--- src/rtl/tone_sequencer.sv ---
// -----------------------------------------------------------------------------
// tone_sequencer
//
// Note-level controller for the square-wave tone generator. Note commands
// (half-period, duration, amplitude) arrive over a valid/ready handshake into
// a small FIFO. The notes are then played back-to-back. For each note the
// block loads the generator configuration, gates the generator for the
// commanded number of duration ticks, and then inserts a silent gap.
//
// Optional build feature (macro TONE_SEQ_LOOP_EN):
//   Adds a "loop" input. While loop=1, cmd_ready is held low and every LOAD
//   writes the popped entry back at the FIFO tail. The queued sequence then
//   repeats until stop is asserted. Zero-duration entries are still dropped.
//
// Ports:
//   clk             system clock, rising edge
//   rst_n           asynchronous active-low reset
//   loop            (TONE_SEQ_LOOP_EN only) replay queued notes indefinitely
//   cmd_valid       command present
//   cmd_ready       FIFO can accept (= !full, independent of a same-cycle pop)
//   cmd_period      half-period in clk cycles, 0 = rest
//   cmd_dur         note length in ticks, 0 = discard
//   cmd_amp         output amplitude
//   stop            synchronous abort: flush FIFO, silence, return to idle
//   gen_load        one-cycle pulse: gen_half_period/gen_amp freshly loaded
//   gen_half_period configured half-period (held between notes)
//   gen_amp         configured amplitude (held between notes)
//   gen_en          generator enable
//   busy            sequencer active or FIFO non-empty
//   note_done       one-cycle pulse when a note (incl. discarded) completes
// -----------------------------------------------------------------------------
`timescale 1ns/1ps

module tone_sequencer #(
  parameter int PERIOD_W   = 6,
  parameter int DUR_W      = 8,
  parameter int FIFO_DEPTH = 4,
  parameter int TICK_DIV   = 1000,
  parameter int GAP_TICKS  = 1
) (
  input  logic                clk,
  input  logic                rst_n,
`ifdef TONE_SEQ_LOOP_EN
  input  logic                loop,
`endif
  input  logic                cmd_valid,
  output logic                cmd_ready,
  input  logic [PERIOD_W-1:0] cmd_period,
  input  logic [DUR_W-1:0]    cmd_dur,
  input  logic [3:0]          cmd_amp,
  input  logic                stop,
  output logic                gen_load,
  output logic [PERIOD_W-1:0] gen_half_period,
  output logic [3:0]          gen_amp,
  output logic                gen_en,
  output logic                busy,
  output logic                note_done
);

  localparam int PTR_W = (FIFO_DEPTH > 1) ? $clog2(FIFO_DEPTH) : 1;
  localparam int CNT_W = $clog2(FIFO_DEPTH + 1);
  localparam int PRE_W = (TICK_DIV > 1) ? $clog2(TICK_DIV) : 1;
  localparam int GAP_W = (GAP_TICKS > 0) ? $clog2(GAP_TICKS + 1) : 1;

  typedef enum logic [1:0] {
    S_IDLE,
    S_LOAD,
    S_PLAY,
    S_GAP
  } state_e;

  // FIFO storage
  logic [PERIOD_W-1:0] mem_period [FIFO_DEPTH];
  logic [DUR_W-1:0]    mem_dur    [FIFO_DEPTH];
  logic [3:0]          mem_amp    [FIFO_DEPTH];

  state_e              state_q, state_d;
  logic [PTR_W-1:0]    wr_ptr_q, wr_ptr_d;
  logic [PTR_W-1:0]    rd_ptr_q, rd_ptr_d;
  logic [CNT_W-1:0]    count_q, count_d;
  logic [PRE_W-1:0]    pre_q, pre_d;
  logic [DUR_W-1:0]    dur_q, dur_d;
  logic [GAP_W-1:0]    gap_q, gap_d;
  logic                gen_load_q, gen_load_d;
  logic [PERIOD_W-1:0] gen_half_period_q, gen_half_period_d;
  logic [3:0]          gen_amp_q, gen_amp_d;
  logic                gen_en_q, gen_en_d;
  logic                note_done_q, note_done_d;

  logic                loop_active;
  logic                full, empty, push, pop, requeue, tick;
  logic                mem_we;
  logic [PERIOD_W-1:0] mem_wperiod;
  logic [DUR_W-1:0]    mem_wdur;
  logic [3:0]          mem_wamp;
  logic [PERIOD_W-1:0] head_period;
  logic [DUR_W-1:0]    head_dur;
  logic [3:0]          head_amp;

`ifdef TONE_SEQ_LOOP_EN
  assign loop_active = loop;
`else
  assign loop_active = 1'b0;
`endif

  assign full        = (count_q == CNT_W'(FIFO_DEPTH));
  assign empty       = (count_q == '0);
  // In loop mode the FIFO is closed to new commands so the replayed
  // sequence cannot be disturbed.
  assign cmd_ready   = !full && !loop_active;
  assign push        = cmd_valid && cmd_ready && !stop;
  assign head_period = mem_period[rd_ptr_q];
  assign head_dur    = mem_dur[rd_ptr_q];
  assign head_amp    = mem_amp[rd_ptr_q];
  assign tick        = (pre_q == PRE_W'(TICK_DIV - 1));

  // NOTE: every signal assigned in this block gets a default first, so that
  // no path leaves a value unassigned and infers a latch.
  always_comb begin
    state_d           = state_q;
    wr_ptr_d          = wr_ptr_q;
    rd_ptr_d          = rd_ptr_q;
    count_d           = count_q;
    pre_d             = pre_q;
    dur_d             = dur_q;
    gap_d             = gap_q;
    gen_load_d        = 1'b0;
    gen_half_period_d = gen_half_period_q;
    gen_amp_d         = gen_amp_q;
    gen_en_d          = gen_en_q;
    note_done_d       = 1'b0;
    pop               = 1'b0;
    requeue           = 1'b0;

    unique case (state_q)
      S_IDLE: begin
        if (!empty) state_d = S_LOAD;
      end

      S_LOAD: begin
        pop               = 1'b1;
        gen_load_d        = 1'b1;
        gen_half_period_d = head_period;
        gen_amp_d         = head_amp;
        if (head_dur == '0) begin
          note_done_d = 1'b1;
          state_d     = S_IDLE;
        end else begin
          dur_d    = head_dur;
          pre_d    = '0;
          gen_en_d = (head_period != '0);
          requeue  = loop_active;
          state_d  = S_PLAY;
        end
      end

      S_PLAY: begin
        pre_d = tick ? '0 : pre_q + PRE_W'(1);
        if (tick) begin
          dur_d = dur_q - DUR_W'(1);
          if (dur_q == DUR_W'(1)) begin
            gen_en_d = 1'b0;
            if (GAP_TICKS > 0) begin
              gap_d   = GAP_W'(GAP_TICKS);
              state_d = S_GAP;
            end else begin
              note_done_d = 1'b1;
              state_d     = S_IDLE;
            end
          end
        end
      end

      S_GAP: begin
        pre_d = tick ? '0 : pre_q + PRE_W'(1);
        if (tick) begin
          gap_d = gap_q - GAP_W'(1);
          if (gap_q == GAP_W'(1)) begin
            note_done_d = 1'b1;
            state_d     = S_IDLE;
          end
        end
      end

      default: state_d = S_IDLE;
    endcase

    // A replayed entry occupies the tail slot that a push would otherwise
    // use. Both cannot happen together because cmd_ready is low in loop mode.
    mem_we      = push || requeue;
    mem_wperiod = requeue ? head_period : cmd_period;
    mem_wdur    = requeue ? head_dur    : cmd_dur;
    mem_wamp    = requeue ? head_amp    : cmd_amp;
    if (mem_we) wr_ptr_d = wr_ptr_q + PTR_W'(1);
    if (pop)    rd_ptr_d = rd_ptr_q + PTR_W'(1);

    case ({push, pop && !requeue})
      2'b10:   count_d = count_q + CNT_W'(1);
      2'b01:   count_d = count_q - CNT_W'(1);
      default: count_d = count_q;
    endcase

    // stop overrides every other event, including a same-cycle push.
    if (stop) begin
      state_d     = S_IDLE;
      wr_ptr_d    = '0;
      rd_ptr_d    = '0;
      count_d     = '0;
      pre_d       = '0;
      dur_d       = '0;
      gap_d       = '0;
      gen_load_d  = 1'b0;
      gen_en_d    = 1'b0;
      note_done_d = 1'b0;
      mem_we      = 1'b0;
    end
  end

  // NOTE: sequential state uses non-blocking assignments only, so every
  // register samples its pre-edge value regardless of statement order.
  always_ff @(posedge clk or negedge rst_n) begin
    if (!rst_n) begin
      state_q           <= S_IDLE;
      wr_ptr_q          <= '0;
      rd_ptr_q          <= '0;
      count_q           <= '0;
      pre_q             <= '0;
      dur_q             <= '0;
      gap_q             <= '0;
      gen_load_q        <= 1'b0;
      gen_half_period_q <= '0;
      gen_amp_q         <= '0;
      gen_en_q          <= 1'b0;
      note_done_q       <= 1'b0;
    end else begin
      state_q           <= state_d;
      wr_ptr_q          <= wr_ptr_d;
      rd_ptr_q          <= rd_ptr_d;
      count_q           <= count_d;
      pre_q             <= pre_d;
      dur_q             <= dur_d;
      gap_q             <= gap_d;
      gen_load_q        <= gen_load_d;
      gen_half_period_q <= gen_half_period_d;
      gen_amp_q         <= gen_amp_d;
      gen_en_q          <= gen_en_d;
      note_done_q       <= note_done_d;
    end
  end

  // NOTE: the FIFO storage has no reset. Entries are only read after they
  // have been written, because count_q gates every read, so clearing the
  // array would buy nothing.
  always_ff @(posedge clk) begin
    if (mem_we) begin
      mem_period[wr_ptr_q] <= mem_wperiod;
      mem_dur[wr_ptr_q]    <= mem_wdur;
      mem_amp[wr_ptr_q]    <= mem_wamp;
    end
  end

  assign gen_load        = gen_load_q;
  assign gen_half_period = gen_half_period_q;
  assign gen_amp         = gen_amp_q;
  assign gen_en          = gen_en_q;
  assign note_done       = note_done_q;
  assign busy            = (state_q != S_IDLE) || !empty;

endmodule

--- config.mk ---
export PLATFORM = sky130hd
export DESIGN_NAME = tone_sequencer
export DESIGN_NICKNAME = d
export VERILOG_FILES = /design/src/rtl/tone_sequencer.sv
export SDC_FILE = /design/constraint.sdc
export NUM_CORES = 1
export LEC_CHECK = 0
export ABC_AREA = 0
export CORE_MARGIN = 4
export CORE_UTILIZATION = 45
export CTS_CLUSTER_SIZE = 20
export DETAILED_ROUTE_END_ITERATION = 10
export GPL_TIMING_DRIVEN = 1
export PLACE_DENSITY_LB_ADDON = 0.15
export SLEW_MARGIN = 40
export SYNTH_ARGS = -nofsm -noshare
export SYNTH_HDL_FRONTEND = slang
export SYNTH_SLANG_ARGS = --single-unit
--- constraint.sdc ---
create_clock -name clk -period 6.2 [get_ports clk]
set_clock_uncertainty 0.05 [all_clocks]
set_input_delay 1.24 -clock clk [delete_from_list [all_inputs] [get_ports clk]]
set_output_delay 1.24 -clock clk [all_outputs]
set_load 0.03 [all_outputs]
-- Yosys cells after proc, flatten, opt, wreduce, memory -nomap -nowiden
Memories as Yosys holds them, arrays and structs flattened. A register that Yosys moved wholly into a read port is not among the register bits.
Index checks and enable logic that the tools add are counted.
- add/sub/neg operators: 7
- equal/unequal tests: 14
- multiplexer cells: 42
- reductions and logical operators: 24
- operators by type and width (cell ; number):
    $mux W10 ; 3
    $mux W8 ; 3
    $mux W2 ; 11
    $pmux W10 S2 ; 1
    $ne A3 B3 Y1 const B ; 6
    $mux W1 ; 17
    $pmux W8 S2 ; 1
    $reduce_bool A3 Y1 ; 4
    $add A10 B1 Y10 const B ; 1
    $eq A10 B10 Y1 const B ; 1
    $eq A8 B1 Y1 const B ; 1
    $logic_not A8 Y1 ; 1
    $pmux W2 S4 ; 1
    $reduce_and A4 Y1 ; 2
    $sub A8 B1 Y8 const B ; 1
    $eq A2 B2 Y1 const B ; 3
    $pmux W1 S2 ; 3
    $pmux W3 S2 ; 1
    $reduce_bool A2 Y1 ; 3
    $reduce_bool A6 Y1 ; 1
    $reduce_and A5 Y1 ; 1
    $add A2 B1 Y2 const B ; 2
    $eq A2 B1 Y1 const B ; 2
    $logic_not A1 Y1 ; 4
    other kinds (12) ; 13
- bits in registers: 37
- RAM bits: 72
- input bits: 22
- output and inout bits: 15
- word-level logic and storage cells: 101
- memories kept: 3
- memory list (name ; words ; width ; read ports ; clocked after memory_dff ; write ports ; RTL line ; RTL):
    mem_dur ; 4 ; 8 ; 1 ; 0 ; 1 ; 74 ; logic [DUR_W-1:0] mem_dur [FIFO_DEPTH];
    mem_period ; 4 ; 6 ; 1 ; 0 ; 1 ; 73 ; logic [PERIOD_W-1:0] mem_period [FIFO_DEPTH];
    mem_amp ; 4 ; 4 ; 1 ; 1 ; 1 ; 75 ; logic [3:0] mem_amp [FIFO_DEPTH];

-- Depth between registers and ports, before layout
- depth after elaboration: 7
- depth in mapped cells: 9
- gate-level depth less buffers: 9

-- Least setup slack after synthesis
Ideal clock, no wire load.
- path kind: input to register
- start: input port stop
- end: register count_q[2]
- library setup time: 0.132 ns
- arrival: 2.516 ns
- required time: 6.018 ns
- path slack: 3.502 ns
- cell stages on the path: 8
- path buffers: 1
- cell sequence: clkbuf_1 nor2_1 nor2_1 fa_1 nand2b_1 mux2i_1 xnor2_1 nor2_1
- longest elaborated chain between the ends: 5
- elaborated cells on any way between the ends: 7
- classes of those cells: eq/ne (2); mux (2); reduce/logical (3)
- RTL lines (what ; RTL line ; RTL):
    start: declaration ; 51 ; input logic stop,
    $logic_not A1 Y1 ; 111 ; assign push = cmd_valid && cmd_ready && !stop;
    $logic_and A1 B1 Y1 ; 111 ;
    $eq A2 B1 Y1 or $eq A2 B2 Y1 (tied branches) ; 197 ; case ({push, pop && !requeue})
    $pmux W3 S2 ; 197 ;
    $mux W3 ; 204 ; if (stop) begin
    end signal: assignment ; 239 ; count_q <= count_d;
    end: declaration ; 80 ; logic [CNT_W-1:0] count_q, count_d;
Several ways; a longest one is shown, not always the timed one.
A chain may end at the register's enable or synchronous reset.

-- Worst setup path after layout
- start: register state_q[1]
- end: output port busy
- longest elaborated chain between the ends: 2
- RTL lines (what ; RTL line ; RTL):
    start: declaration ; 77 ; state_e state_q, state_d;
    start signal: assignment ; 236 ; state_q <= state_d;
    $reduce_bool A2 Y1 ; 267 ; assign busy = (state_q != S_IDLE) || !empty;
    $logic_or A1 B1 Y1 ; 267 ;
    end: declaration ; 56 ; output logic busy,
No other way between the ends.

==> impl_results.md <==
* Clock latency on the worst-skew pair at 510 ps
* Crit. End Element: primary output
* Mean Syn Cell Area at 13.9 um2
* ANT cells at 0
* IR drop worst, VDD at 306 uV
* Fill cells at 869
* Global Route Usage Sum at 16.0%
* CTS buffer count at 17
* Sequential area share after synthesis at 64.8%
* Final cell count without fillers at 549
* Vias in the first global route at 3070
* WL met1 at 4350 um
* Leak pwr at 2.23 nW
* Arrival time at the worst endpoint at 2070 ps
* Cts hold-fix bufs at 0
* WL final at 9380 um
* Flops & latches, synth at 113
* Post_cts resized at 0
* Initial antenna violation count at 0
* Library cells used by synthesis at 53
* CTS tree: yes
* Initial cell density of the core at 47.0%
* Post-synth net total at 384
* Worst Path Class, Setup: register to primary output
* Clock Pin Slew Worst Setup and Hold Paths at 50 ps
* Dpl ws at 2840 ps
* Remaining DRCs at 0
* Syn Inst Count at 354
* Register area at 0.00319 mm2
* Asr flop ratio synth at 36.3%
* First-pass GRT wire length at 15500 um
* Die X at 113 um
* TritonRoute pass-1 iters at 4
* Clk buf depth at 2
* DRT iter0 DRCs at 169
* GRT overflow at 0
* DP HPWL at 6060 um
* Fin crit share at 54.2%
* I/O Pins at 37
* Commonest non-fill, non-tap cell in the layout: edfxtp_1
* Setup ws final at 2840 ps
* Max-cap violation count at 0
* Largest net degree at the start of global routing at 42
* CP startpoint kind: register
* Worst rel slew slack at 52.0%
* Most frequent cells in the layout: edfxtp_1 (72), nand2_1 (52), dfrtp_1 (40)
* Critical-path maximum fanout at 16
* Fin. Hold Viols at 0
* Core Area at 0.0105 mm2
* Port bufs at 36
* Worst EP required at 4910 ps
* Tmin final at 3360 ps
* Hold Path Class: register to register
* Mapped cell area at 0.00492 mm2
* Synth top area cells: edfxtp_1 (44%), dfrtp_1 (21%), mux4_2 (6.4%), nand2_1 (4.0%), mux4_1 (2.1%)
* RSZ-0062 raised after global routing: false
* Final Max Slew Viols at 0
* Die height at 113 um
* Gpl congestion at 0.854
* # rows at 37
* Layout cell share with drive strength beyond 1 at 15.0%
* Area taken by multi-input logic gates at 0.00165 mm2
* CTS Sinks at 113
* Setup violators final at 0
* H-Tree Depth at 4
* Final net count at 430
* Root Buffer: clkbuf_8
* Post-synth top area share at 44.0%
* Warnings from Yosys at 0
* Vias/cell at 5.38
* Worst-Margin Slew at 718 ps
* Die area at 0.0127 mm2
* Post-synth EDFFs at 72
* Setup TNS at 0 ps
* Area leader, netlist: edfxtp_1
* Antenna viol nets, final at 0
* P&R area growth vs syn at 22.6%
* Dominant synthesized flop cell: edfxtp_1
* Highest metal used: met4
* Routed met2 length at 4560 um
* Post-DP Area at 0.00543 mm2
* Postcts setup bufs at 0
* WL/cell at 17.1 um
* Post-route cell area at 0.00603 mm2
* Max Freq at 297 MHz
* DR vias at 2951
* Met3 Wirelength at 359 um
* Placed insts at 517
* PwrDens at 440 mW/mm2
* Status: finished, final reports clean
==> synthesized netlist by cell type (7+ instances only) <==
| library cell | count |
|---|---|
| edfxtp_1 | 72 |
| ha_1 | 7 |
| inv_1 | 8 |
| nor2_1 | 22 |
| clkbuf_1 | 7 |
| nand2_1 | 52 |
| nand3_1 | 12 |
| mux4_2 | 14 |
| a21oi_1 | 11 |
| dfrtp_1 | 41 |
| nor3_1 | 14 |
==> where the power goes <==
group	internal (mW)	leakage (nW)	switching (mW)	total [mW]
registers	0.906	1.20	0.0829	0.989
logic	0.302	0.741	0.398	0.699
clock network	0.643	0.288	0.320	0.963
total	1.85	2.23	0.800	2.65
==> stage by stage <==
step / total power [mW] / utilization (%) / hold WS (ps)
5_1_grt: 2.79 / 57.6 / 462
2_1_floorplan: 1.48 / - / 445
3_3_place_gp: 1.70 / 51.7 / 412
4_1_cts: 2.68 / 57.6 / 431
3_5_place_dp: 1.71 / 51.9 / 419
6_report: 2.65 / 57.6 / 426
==> worst max-delay path, stage by stage (launching register included) <==
cell and delay, ps:
dfrtp_1 640, nor3_1 120, nand2_1 130, clkdlybuf4s50_1 690
==> flip-flops by register name, indices dropped and copies added (netlist names) <==
register,flops
wr_ptr_q,2
mem_period,24
gap_q,1
mem_dur,32
mem_amp,16
state_q,2
dur_q,8
gen_load,1
gen_half_period,6
count_q,3
note_done,1
rd_ptr_q,2
pre_q,10
gen_en,1
gen_amp,4
==> worst paths after layout <==
kind / startpoint / depth (start not counted) / end / slack (ps)
max: state_q[1] / 3 / busy / 2840
min: gen_amp[1] / 2 / gen_amp[1] / 430
max reg2reg: rd_ptr_q[0] / 6 / pre_q[8] / 3380
min reg2reg: gen_amp[1] / 2 / gen_amp[1] / 430
max in group asynchronous: rst_n / 1 / rd_ptr_q[1] / 5030
min in group asynchronous: rst_n / 1 / gen_load / 660
==> cell type report <==
| cell class | instances | area share, % |
|---|---|---|
| flip-flops and latches | 113 | 52.9 |
| multi-input cells | 220 | 27.4 |
| clock buffers | 23 | 7.74 |
| repair buffers | 40 | 6.44 |
| well taps | 136 | 2.82 |
| clock inverters | 9 | 2.20 |
| inverters | 8 | 0.498 |
==> cell families (layout without fill, tap and decap cells) <==
kind of cell	count (synthesis)	count (layout)	synth area share, %
buffers and inverters	21	80	1.81
adders and majority gates	8	8	2.19
AOI/OAI and AO/OA	44	44	6.56
DFF	113	113	64.8
muxes	20	20	8.96
and+or+nand+nor	137	137	13.7
xor gates and xnor gates	11	11	1.96
==> layer usage <==
layer | up-vias | GRT usage [%]
li1 | 1434 | -
met1 | 1451 | 20.7
met3 | 11 | 5.12
met4 | 0 | 6.25
met2 | 55 | 25.2
met5 | - | 0
(Power assumes the default switching activity.)
